==> config.mk <==
export PLATFORM = sky130hd
export DESIGN_NAME = zoom_vertical
export DESIGN_NICKNAME = d
export VERILOG_FILES = /design/src/rtl/zoom_pkg.sv /design/src/rtl/zoom_line_buffer.sv /design/src/rtl/zoom_vertical.sv
export SDC_FILE = /design/constraint.sdc
export NUM_CORES = 2
export LEC_CHECK = 0
export ABC_AREA = 1
export ABC_CLOCK_PERIOD_IN_PS = 3400
export BUFFER_PORTS_ARGS = -buffer_cell sky130_fd_sc_hd__clkbuf_2
export CORE_AREA = 8 8 731 517
export DETAILED_ROUTE_END_ITERATION = 8
export DIE_AREA = 0 0 739 525
export SETUP_SLACK_MARGIN = 0.1
export SYNTH_ARGS = -nofsm -noshare
export SYNTH_HDL_FRONTEND = slang
export SYNTH_SLANG_ARGS = --single-unit
==> constraint.sdc <==
create_clock -name clk -period 3.4 [get_ports clk]
set_input_delay 0.51 -clock clk [delete_from_list [all_inputs] [get_ports clk]]
set_output_delay 0.51 -clock clk [all_outputs]
set_load 0.005 [all_outputs]
==> src/rtl/zoom_pkg.sv <==
// Shared types and constants for the vertical zoom stage.
package zoom_pkg;

  localparam int unsigned ZOOM_DATA_W = 8;

  localparam logic ZOOM_MODE_IN  = 1'b1;
  localparam logic ZOOM_MODE_OUT = 1'b0;

  typedef enum logic [1:0] {
    S_FILL   = 2'd0,
    S_REPEAT = 2'd1,
    S_DROP   = 2'd2
  } zoom_state_e;

endpackage

==> src/rtl/zoom_line_buffer.sv <==
// Single-line pixel store: synchronous write, asynchronous read.
module zoom_line_buffer #(
  parameter int unsigned DATA_W = 8,
  parameter int unsigned LINE_W = 320,
  parameter int unsigned COL_W  = $clog2(LINE_W)
) (
  input  logic              clk,
  input  logic              we,
  input  logic [COL_W-1:0]  waddr,
  input  logic [DATA_W-1:0] wdata,
  input  logic [COL_W-1:0]  raddr,
  output logic [DATA_W-1:0] rdata
);

  logic [DATA_W-1:0] mem [LINE_W];

  always_ff @(posedge clk) begin
    if (we) mem[waddr] <= wdata;
  end

  assign rdata = mem[raddr];

endmodule

==> src/rtl/zoom_vertical.sv <==
// Vertical zoom: repeats each line (zoom in) or drops odd lines (zoom out).
// Optional line_end_out marker enabled by ZOOM_VERTICAL_LINE_END_EN.
module zoom_vertical
  import zoom_pkg::*;
#(
  parameter int unsigned DATA_W = ZOOM_DATA_W,
  parameter int unsigned LINE_W = 320,
  parameter int unsigned COL_W  = $clog2(LINE_W)
) (
  input  logic              clk,
  input  logic              rst,
  input  logic              zoom_in,
  input  logic [DATA_W-1:0] pixel_in,
  input  logic              pixel_valid_in,
  output logic              pixel_ready_out,
  output logic [DATA_W-1:0] pixel_out,
  output logic              pixel_valid_out
`ifdef ZOOM_VERTICAL_LINE_END_EN
  ,
  output logic              line_end_out
`endif
);

  zoom_state_e       state;
  logic [COL_W-1:0]  col;
  logic              mode;
  logic              accept;
  logic              last;
  logic [COL_W-1:0]  col_next;
  logic              buf_we;
  logic [DATA_W-1:0] buf_rdata;

  assign pixel_ready_out = (state != S_REPEAT);
  assign accept          = pixel_valid_in && pixel_ready_out;
  assign last            = (col == COL_W'(LINE_W - 1));
  assign col_next        = last ? '0 : col + COL_W'(1);
  assign buf_we          = accept && (state == S_FILL);

  zoom_line_buffer #(
    .DATA_W (DATA_W),
    .LINE_W (LINE_W),
    .COL_W  (COL_W)
  ) u_line_buffer (
    .clk   (clk),
    .we    (buf_we),
    .waddr (col),
    .wdata (pixel_in),
    .raddr (col),
    .rdata (buf_rdata)
  );

  // Line sequencing; the last-pixel accept and state change share a cycle.
  always_ff @(posedge clk or posedge rst) begin
    if (rst) begin
      state           <= S_FILL;
      col             <= '0;
      mode            <= ZOOM_MODE_OUT;
      pixel_out       <= '0;
      pixel_valid_out <= 1'b0;
`ifdef ZOOM_VERTICAL_LINE_END_EN
      line_end_out    <= 1'b0;
`endif
    end else begin
      case (state)
        S_FILL: begin
          if (accept) begin
            pixel_out       <= pixel_in;
            pixel_valid_out <= 1'b1;
            col             <= col_next;
`ifdef ZOOM_VERTICAL_LINE_END_EN
            line_end_out    <= last;
`endif
            if (col == '0) mode <= zoom_in;
            if (last) state <= (mode == ZOOM_MODE_IN) ? S_REPEAT : S_DROP;
          end else begin
            pixel_valid_out <= 1'b0;
`ifdef ZOOM_VERTICAL_LINE_END_EN
            line_end_out    <= 1'b0;
`endif
          end
        end
        S_REPEAT: begin
          pixel_out       <= buf_rdata;
          pixel_valid_out <= 1'b1;
          col             <= col_next;
`ifdef ZOOM_VERTICAL_LINE_END_EN
          line_end_out    <= last;
`endif
          if (last) state <= S_FILL;
        end
        S_DROP: begin
          pixel_valid_out <= 1'b0;
`ifdef ZOOM_VERTICAL_LINE_END_EN
          line_end_out    <= 1'b0;
`endif
          if (accept) begin
            col <= col_next;
            if (last) state <= S_FILL;
          end
        end
        default: begin
          state           <= S_FILL;
          col             <= '0;
          pixel_valid_out <= 1'b0;
`ifdef ZOOM_VERTICAL_LINE_END_EN
          line_end_out    <= 1'b0;
`endif
        end
      endcase
    end
  end

endmodule

==> results.json <==
{
  "status": "finished clean",
  "tns_ps": 0,
  "insertion_delay_ps": 880,
  "worst_ir_drop_vdd_mv": 0.4961,
  "grt_pass1_vias": 69130,
  "antenna_found_initial": 23,
  "hpwlAfterDp_um": 190200,
  "port_buffers": 21,
  "syn_area_um2": 109300,
  "stdcell_area_um2": 127000,
  "post-place-cells": 15620,
  "final.period_utilization_pct": 95.59,
  "via_count": 74900,
  "die_area_um2": 388000,
  "period_minus_slack_ps": 3250,
  "post-place-ws_ps": 6.806,
  "cts.sinks": 2581,
  "skew_ps": 57.88,
  "clock-root-buffer": "clkbuf_16",
  "syn_inst": 10590,
  "ys_seq_area_share_pct": 70.80,
  "cpPeakStageDelay_ps": 560,
  "slew_headroom_pct": 26.81,
  "multiInputGateArea_um2": 26450,
  "num_rows": 187,
  "n_fill_cell": 36420,
  "r2r-start": "col[0]",
  "syn_area_per_cell_um2": 10.32,
  "yosys_register_bits": 2581,
  "min_from": "pixel_in[7]",
  "clk_path_buf_depth": 4,
  "final_hold_viol_count": 0,
  "arrival_ps": 3790,
  "path_cells": "buf_4 > inv_8 > buf_12 > ha_1 > inv_1 > nor2_1 > nand2_2 > buf_4 > nor2_2 > buf_4",
  "die_w_um": 739,
  "drive_gt1_share_pct": 9.461,
  "ys_types": 26,
  "dr.pass1.iters": 6,
  "grt_max_degree": 107,
  "leakage_uw": 0.05013,
  "die_y_um": 525,
  "gp_congestion": 0.8513,
  "syn_nets": 10610,
  "wl_um": 314900,
  "slew_violations": 0,
  "cellPowerDensity_nw_per_um2": 656.3,
  "finalSetupViolCount": 0,
  "setup.worst_path.start": "col[0]",
  "cts_tree": "built",
  "max_cap_violations": 0,
  "initial_utilization_pct": 29.74,
  "wl_per_cell_um": 19.62,
  "hp-class": "input pin to register",
  "rsz0062_at_grt": "yes",
  "layout.cells.non_filler": 16050,
  "grt_overflow_total": 0,
  "drt-initial-drc-count": 9763,
  "drc": 0,
  "fin_hold_ws_ps": 43.80,
  "worst_slew_pin_slew_ps": 1095,
  "crit_fanout": 57,
  "crit_top_cell": "buf_4",
  "seq_area_um2": 77410,
  "setup_ws_ps": 149.8,
  "fmax_mhz": 307.7,
  "start_kind": "register",
  "fin_nets": 10970,
  "endpoint_kind": "register",
  "crit_type": "register to register",
  "grt_use_total_pct": 15.45,
  "ioPinCount": 22,
  "ant_nets": 0,
  "ys_warn_count": 0,
  "core-area_um2": 367600,
  "grt_pass1_wl_um": 461500,
  "htreeDepth": 4,
  "critPathSlowestCell": "dfrtp_4",
  "clk_pin_slew_ps": 70,
  "cts_buffers": 228,
  "cp.required_ps": 3940,
  "routed_via_density": 4.667,
  "place_area_um2": 119600,
  "area_growth_pct": 16.16
}
-- Yosys cell counts --
library cell  number  area (µm²)
a211oi_1           2       15.01
a21oi_1           11       55.05
a31oi_1            1       6.260
buf_1             56       210.2
buf_2            220        1101
buf_4              8       60.06
buf_6              5       56.30
clkbuf_1         282        1059
clkinv_1           3       11.26
dfrtp_1           21       525.5
edfxtp_1        2560       76870
ha_1               8       100.1
inv_1            820        3078
inv_2              2       7.510
nand2_1         3839       14410
nand3_1          370        1852
nor2_1          1652        6201
nor3_1             4       20.02
nor3b_1            2       15.01
nor4_1             1       6.260
o21ai_0          601        3008
o21ai_1          120       600.6
o21bai_1           2       15.01
o22a_1             1       8.760
o31ai_1            2       15.01
xor2_1             1       8.760
-- cells in the final DEF (no fill, tap or decap), types with 11 or more instances in the layout --
cell type,count
nand2_2,20
nand3_1,370
dfrtp_1,19
bufinv_16,20
clkbuf_16,234
nand2_1,3817
o21ai_0,601
inv_1,816
buf_12,102
clkbuf_2,13
o21ai_1,120
clkinv_1,56
nor2_1,1641
a21oi_1,11
clkinv_2,52
clkbuf_1,39
buf_4,560
edfxtp_1,2560
-- per-layer routing --
metal | global-route usage (%) | vias up | wire, µm
met5 | 0 | - | 93
met4 | 2.913 | 12 | 6206
met3 | 3.788 | 421 | 35350
met2 | 21.76 | 3370 | 128900
met1 | 23.90 | 35920 | 144300
li1 | - | 35180 | -
-- final timing paths --
path                            slack, ps  cells after the start                        end
worst max-delay path                  150                     10  u_line_buffer.mem[258][5]
worst min-delay path                   40                      1  u_line_buffer.mem[140][7]
worst max register to register        150                     10  u_line_buffer.mem[258][5]
worst min register to register        460                      1                   state[1]
max in group asynchronous            2320                      4               pixel_out[3]
min in group asynchronous             350                      3            pixel_valid_out
-- power breakdown --
part | internal [µW] | switching, µW
sequential | 35200 | 133
clock | 13900 | 11900
combinational | 6160 | 16100
-- state kept, by name, indices dropped and copies added (netlist names) --
signal,cells
col,9
mode,1
pixel_out,8
pixel_valid_out,1
state,2
u_line_buffer.mem,2560
-- area by class of cell --
class	count	area share, %
diodes	6	0.01182
repair buffers	695	5.252
clock buffers	270	4.667
clock inverters	141	0.9597
repair inverters	1	0.008868
multi-input cells	6617	20.83
flip-flops and latches	2581	60.96
well taps	4914	4.842
inverters	825	2.476
-- timing repair --
item,in CTS,in global routing
setup endpoints to repair,9,7
gates resized for setup,5,21
hold buffers,3,0
endpoints found under the hold margin,23,0
setup buffers,0,3
gates cloned,0,4
-- worst max-delay path: cells and delay by family, from the launching register on --
family	cells	cell delay, ps
adders and majority gates	1	200
buffers and inverters	6	1260
DFF	1	560
and+or+nand+nor	3	850
-- kinds of logic (layout without fill, tap and decap cells) --
logic type	after synthesis	in the layout	synth area share [%]
AO/OA/AOI/OAI	740	740	3.406
XOR/XNOR	1	1	0.008013
adder cells (fa/ha/maj)	8	8	0.09157
buffers and inverters	1396	1932	5.107
flip-flops	2581	2581	70.80
other	0	6	0
AND/OR/NAND/NOR	5868	5868	20.59
-- metrics by stage --
stage               utilization [%]  power, µW
floorplan                         -      47830
CTS                           34.49      83150
global placement              32.53      57600
global route                  34.54      86770
finish                        34.55      83350
detailed placement            32.53      57590
Power figures use the tool's default switching activity.
